===== src/rtl/regfile_read_arbiter_if.sv =====
// Register-file read arbiter bus: requester handshake plus the shared read-mux hookup.
// Latency: none (wires only).
// Backpressure: requesters hold req/addr until their ack bit pulses.
//
// Signals (named from the arbiter's point of view):
//   req_i      N_REQ        per-requester read request, held until ack
//   addr_i     N_REQ*SIZE   requester k address at [k*SIZE +: SIZE]
//   mux_sel_o  SIZE         registered select to the register-file read mux
//   mux_data_i WIDTH        read-mux output, combinational from mux_sel_o
//   gnt_o      N_REQ        one-hot requester whose address is on mux_sel_o
//   ack_o      N_REQ        one-hot, single-cycle pulse: rdata_o valid for it
//   rdata_o    WIDTH        registered read data
interface regfile_read_arbiter_if #(
  parameter int WIDTH = 32,
  parameter int SIZE  = 5,
  parameter int N_REQ = 4
);
  logic [N_REQ-1:0]      req_i;
  logic [N_REQ*SIZE-1:0] addr_i;
  logic [SIZE-1:0]       mux_sel_o;
  logic [WIDTH-1:0]      mux_data_i;
  logic [N_REQ-1:0]      gnt_o;
  logic [N_REQ-1:0]      ack_o;
  logic [WIDTH-1:0]      rdata_o;

  // Arbiter side.
  modport slave (
    input  req_i,
    input  addr_i,
    input  mux_data_i,
    output mux_sel_o,
    output gnt_o,
    output ack_o,
    output rdata_o
  );

  // Requester / register-file side.
  modport master (
    output req_i,
    output addr_i,
    output mux_data_i,
    input  mux_sel_o,
    input  gnt_o,
    input  ack_o,
    input  rdata_o
  );
endinterface


===== src/rtl/regfile_read_arbiter.sv =====
// Round-robin arbiter sharing one 32:1 register-file read mux among N_REQ requesters.
// Latency: 2 edges from sampled request to ack_o/rdata_o (grant edge, capture edge).
// Backpressure: requesters hold req/addr until ack; at most one grant per cycle.
//
// Ports:
//   clk    rising-edge clock
//   reset  synchronous, active-high; drops any read in flight (no ack issued)
//   bus    regfile_read_arbiter_if.slave (request/grant/ack handshake + mux hookup)
module regfile_read_arbiter #(
  parameter int WIDTH = 32,
  parameter int SIZE  = 5,
  parameter int N_REQ = 4
) (
  input  logic                   clk,
  input  logic                   reset,
  regfile_read_arbiter_if.slave  bus
);

  localparam int PW = (N_REQ > 1) ? $clog2(N_REQ) : 1;
  // One extra bit so ptr + offset never overflows before the wrap correction.
  localparam int IW = PW + 1;

  logic [N_REQ-1:0] gnt_q;
  logic [N_REQ-1:0] gnt_d;
  logic [N_REQ-1:0] ack_q;
  logic [SIZE-1:0]  mux_sel_q;
  logic [SIZE-1:0]  mux_sel_d;
  logic [WIDTH-1:0] rdata_q;
  logic [PW-1:0]    ptr_q;
  logic [PW-1:0]    ptr_d;

  logic [N_REQ-1:0] eligible;
  logic [PW-1:0]    win;
  logic             found;
  logic [IW-1:0]    idx;

  // The requester already holding the mux is masked so a single held request
  // is not granted a second time while its data is still being captured.
  always_comb begin
    eligible = bus.req_i & ~gnt_q;
  end

  // Round-robin search: first eligible bit at ptr, ptr+1, ... wrapping at N_REQ.
  always_comb begin
    found = 1'b0;
    win   = '0;
    idx   = '0;
    for (int i = 0; i < N_REQ; i++) begin
      idx = {1'b0, ptr_q} + IW'(i);
      if (idx >= IW'(N_REQ)) begin
        idx = idx - IW'(N_REQ);
      end
      if (!found && eligible[idx]) begin
        found = 1'b1;
        win   = idx[PW-1:0];
      end
    end
  end

  // Next-state for the grant stage. Only meaningful when found is set.
  always_comb begin
    gnt_d      = '0;
    gnt_d[win] = found;
    mux_sel_d  = bus.addr_i[win*SIZE +: SIZE];
    ptr_d      = (win == PW'(N_REQ - 1)) ? '0 : win + 1'b1;
  end

  always_ff @(posedge clk) begin
    if (reset) begin
      gnt_q     <= '0;
      ack_q     <= '0;
      mux_sel_q <= '0;
      rdata_q   <= '0;
      ptr_q     <= '0;
    end else begin
      // Stage 1: grant and drive the mux select. Select and pointer hold when idle.
      if (found) begin
        gnt_q     <= gnt_d;
        mux_sel_q <= mux_sel_d;
        ptr_q     <= ptr_d;
      end else begin
        gnt_q     <= '0;
      end

      // Stage 2: capture the mux output for last cycle's grant and ack it.
      ack_q <= gnt_q;
      if (|gnt_q) begin
        rdata_q <= bus.mux_data_i;
      end
    end
  end

  assign bus.gnt_o     = gnt_q;
  assign bus.ack_o     = ack_q;
  assign bus.mux_sel_o = mux_sel_q;
  assign bus.rdata_o   = rdata_q;

endmodule


===== src/flat_wrapper.sv =====
// flat-port wrapper written by rule: the top's interface ports become plain ports
module regfile_read_arbiter_flat 
#(
  parameter int WIDTH = 32,
  parameter int SIZE  = 5,
  parameter int N_REQ = 4
)
  (clk, reset, bus_req_i, bus_addr_i, bus_mux_data_i, bus_mux_sel_o, bus_gnt_o, bus_ack_o, bus_rdata_o);
  regfile_read_arbiter_if #(.WIDTH(WIDTH), .SIZE(SIZE), .N_REQ(N_REQ)) bus_i ();
  input  logic clk;
  input  logic reset;
  input wire logic [$bits(bus_i.req_i)-1:0] bus_req_i;
  input wire logic [$bits(bus_i.addr_i)-1:0] bus_addr_i;
  input wire logic [$bits(bus_i.mux_data_i)-1:0] bus_mux_data_i;
  output wire logic [$bits(bus_i.mux_sel_o)-1:0] bus_mux_sel_o;
  output wire logic [$bits(bus_i.gnt_o)-1:0] bus_gnt_o;
  output wire logic [$bits(bus_i.ack_o)-1:0] bus_ack_o;
  output wire logic [$bits(bus_i.rdata_o)-1:0] bus_rdata_o;
  assign bus_i.req_i = bus_req_i;
  assign bus_i.addr_i = bus_addr_i;
  assign bus_i.mux_data_i = bus_mux_data_i;
  assign bus_mux_sel_o = bus_i.mux_sel_o;
  assign bus_gnt_o = bus_i.gnt_o;
  assign bus_ack_o = bus_i.ack_o;
  assign bus_rdata_o = bus_i.rdata_o;
  regfile_read_arbiter #(.WIDTH(WIDTH), .SIZE(SIZE), .N_REQ(N_REQ)) u_core (.clk(clk), .reset(reset), .bus(bus_i));
endmodule

===== config.mk =====
export PLATFORM = sky130hd
export DESIGN_NAME = regfile_read_arbiter_flat
export DESIGN_NICKNAME = d
export VERILOG_FILES = /design/src/rtl/regfile_read_arbiter_if.sv /design/src/rtl/regfile_read_arbiter.sv /design/src/flat_wrapper.sv
export SDC_FILE = /design/constraint.sdc
export NUM_CORES = 1
export LEC_CHECK = 0
export ABC_AREA = 1
export CELL_PAD_IN_SITES_DETAIL_PLACEMENT = 1
export CELL_PAD_IN_SITES_GLOBAL_PLACEMENT = 1
export CORE_ASPECT_RATIO = 1.75
export CORE_MARGIN = 2
export CORE_UTILIZATION = 38
export DETAILED_ROUTE_END_ITERATION = 8
export DONT_BUFFER_PORTS = 1
export GPL_ROUTABILITY_DRIVEN = 0
export PLACE_DENSITY_LB_ADDON = 0.1
export SYNTH_ARGS = -nofsm -noshare
export SYNTH_HDL_FRONTEND = slang
export SYNTH_SLANG_ARGS = --single-unit

===== constraint.sdc =====
create_clock -name clk -period 1.71 [get_ports clk]
set_input_delay 0.2565 -clock clk [delete_from_list [all_inputs] [get_ports clk]]
set_output_delay 0.2565 -clock clk [all_outputs]
set_load 0.01 [all_outputs]

==> flow_summary.toml <==
[critical_path]
worstSetupEndpointType = "flip-flop"
setup.worst_path.class = "flip-flop to flip-flop"
required_ns = 1.96
cp_data_arrival_time_ns = 1.98
worstPathMaxFanout = 8
setup.worst_path.start_class = "flip-flop"

[logic_synthesis]
ys.flop_type = "dfxtp_1"
ys_seq_area_frac = 0.419
syn-num-nets = 376
yosys.cell_types.count = 25
synth.avg_cell_area_sq_um = 7.16
yosys_warnings = 0
synth-edff-count = 0
synthArstFlopShare = 0
syn_inst = 314
synth.ff_latch_count = 47
synthesis.area_sq_um = 2250

[place]
dp_hpwl_um = 4570
port_buffers = 0
placed_area_sq_um = 2500

[timing]
rsz0062_at_grt = "yes"
worst_pin_slew_ns = 0.331
setup_viol = 3
setup_ws_ns = -0.0234
fin_crit_ns = 1.73
finalHoldViolations = 0
max_freq_mhz = 577
max_slew_margin = 0.778
slew_viol_final = 0
skew_ns = 0.0102
post-route-period-util = 1.01

[routing]
first_pass_iters = 4
drt_wl_total_um = 6110
vias = 2037
detail_route.wl_per_cell_um = 14.7
routed_via_density = 4.91
drc = 0
drt_iter0_markers = 53
ant_nets = 0

[grt]
grt_max_degree = 33
grt_use_total = 0.193
grt_pass1_wl_um = 10100
antenna_found_initial = 0
grt_pass1_vias = 2179
overflow = 0

[cts]
insertion_delay_ns = 0.31
clk_pin_slew_ns = 0.10
cts_made_buffers = 5
cts.htree.levels = 2
cts_tree = "yes"
clock-sinks = 47
cts_buffer_depth = 2
cts_root_buf = "clkbuf_8"

[layout]
syn2layout_area_growth_pct = 21.8
fin_area_sq_um = 2740
most-common-layout-cells = "nor2_1 (82), dfxtp_1 (45), inv_1 (36)"
antennaDiodeCount = 0
fillCellCount = 744
layout-drive-gt1-share = 0.231
multi_input_area_sq_um = 1190
seq_area_sq_um = 948
finalNetCount = 398
layout_commonest_cell = "nor2_1"

[floorplan]
initial_utilization = 0.388
ios = 103
die-area_sq_um = 6570
die_x_um = 62.1
num_rows = 37
core_region_area_sq_um = 5790
die_h_um = 106

[pwr]
ir_worst_vdd_v = 0.00103
power.leakage_uw = 0.00131
totalPowerFinal_uw = 6520
p_per_area_nw_per_um2 = 2380

[run_status]
outcome = "finished, violations left"
violations = "negative setup slack"

[worst_hold_path]
hp-class = "input port to flip-flop"

[flow_run]
maxCapViolCount = 0
-- Yosys cell counts, types with 3 or more instances --
master,n,area [sq um]
dfxtp_1,47,941
clkbuf_1,10,37.5
nand3_1,21,105
o21ai_0,33,165
inv_1,36,135
nand4_1,7,43.8
a21oi_1,5,25.0
nand2_1,35,131
nand2_2,8,50.1
nand2_4,3,33.8
ha_1,4,50.1
nor2_1,82,308
nand3_2,8,80.1
-- final cells by class --
cell class,count,area share
multi-input combinational,213,0.434
tap,78,0.0357
inverter,40,0.0604
clock buffer,5,0.0251
timing repair buffer,29,0.0910
sequential,47,0.347
clock inverter,3,0.00686
-- path summary, 6_finish.rpt --
path         cells after the start                start                   to  slack [ns]
min                              1                reset  u_core.bus.ack_o[2]        0.01
max                             12      u_core.ptr_q[0]      u_core.ptr_q[1]       -0.02
min reg2reg                      2  u_core.bus.gnt_o[1]  u_core.bus.ack_o[1]        0.53
max reg2reg                     12      u_core.ptr_q[0]      u_core.ptr_q[1]       -0.02
-- where the power goes --
| part | internal [uW] | switching [uW] |
|---|---|---|
| combinational | 1580 | 2270 |
| clock | 288 | 400 |
| sequential | 1530 | 450 |
-- flip-flops by register name, indices dropped and copies added, names as in the netlist --
name,cells
u_core.bus.ack_o,4
u_core.bus.rdata_o,32
u_core.bus.gnt_o,4
u_core.ptr_q,2
u_core.bus.mux_sel_o,5
-- repair_timing --
action	4_1_cts	5_1_grt
buffers inserted	4	1
resized for setup	18	8
hold endpoints to repair	3	0
gates cloned	0	0
endpoints found under the setup margin	8	9
hold buffers	1	0
pin swaps	7	0
-- cells by family (layout without fill, tap and decap cells) --
group                      count (synthesis)  in the layout  synth area share
and+or+nand+nor                          171            171             0.370
DFF                                       47             47             0.419
AOI/OAI and AO/OA                         38             38            0.0846
buffers and inverters                     54             77             0.105
adders and majority gates                  4              4            0.0223
-- stage by stage --
| stage | worst slack (ns) | cells | hold WS (ns) | TNS (ns) | utilization |
|---|---|---|---|---|---|
| finish | -0.0234 | 415 | 0.0144 | -0.0418 | 0.473 |
| global route | -0.165 | 415 | 0.0115 | -1.01 | 0.473 |
| CTS | -0.000383 | 414 | 0.00131 | -0.000383 | 0.466 |
| detailed placement | -0.0547 | 402 | 0.333 | -0.286 | 0.432 |
| global placement | -0.0203 | 402 | 0.330 | -0.0545 | 0.432 |
| floorplan | 0.0217 | 314 | 0.423 | 0 | - |
-- critical path: stages, from the launching register on --
cell	delay [ns]
dfxtp_4	0.46
nand2_1	0.12
nand2_2	0.10
nand3_2	0.09
nand2_4	0.11
nand2_4	0.08
nand2_4	0.07
nand2_4	0.07
nand3_4	0.09
clkinv_4	0.09
ha_4	0.25
inv_1	0.03
a21oi_1	0.11
-- routing by layer --
| layer | global-route usage | up-vias | wire (um) | part of all wire |
|---|---|---|---|---|
| met3 | 0.0640 | 10 | 471 | 0.077 |
| li1 | - | 1029 | - | - |
| met2 | 0.375 | 73 | 3330 | 0.55 |
| met4 | 0.0841 | 0 | 140 | 0.023 |
| met5 | 0 | - | 0 | 0 |
| met1 | 0.178 | 925 | 2160 | 0.35 |
No activity file was read; power rests on OpenSTA's default activity.
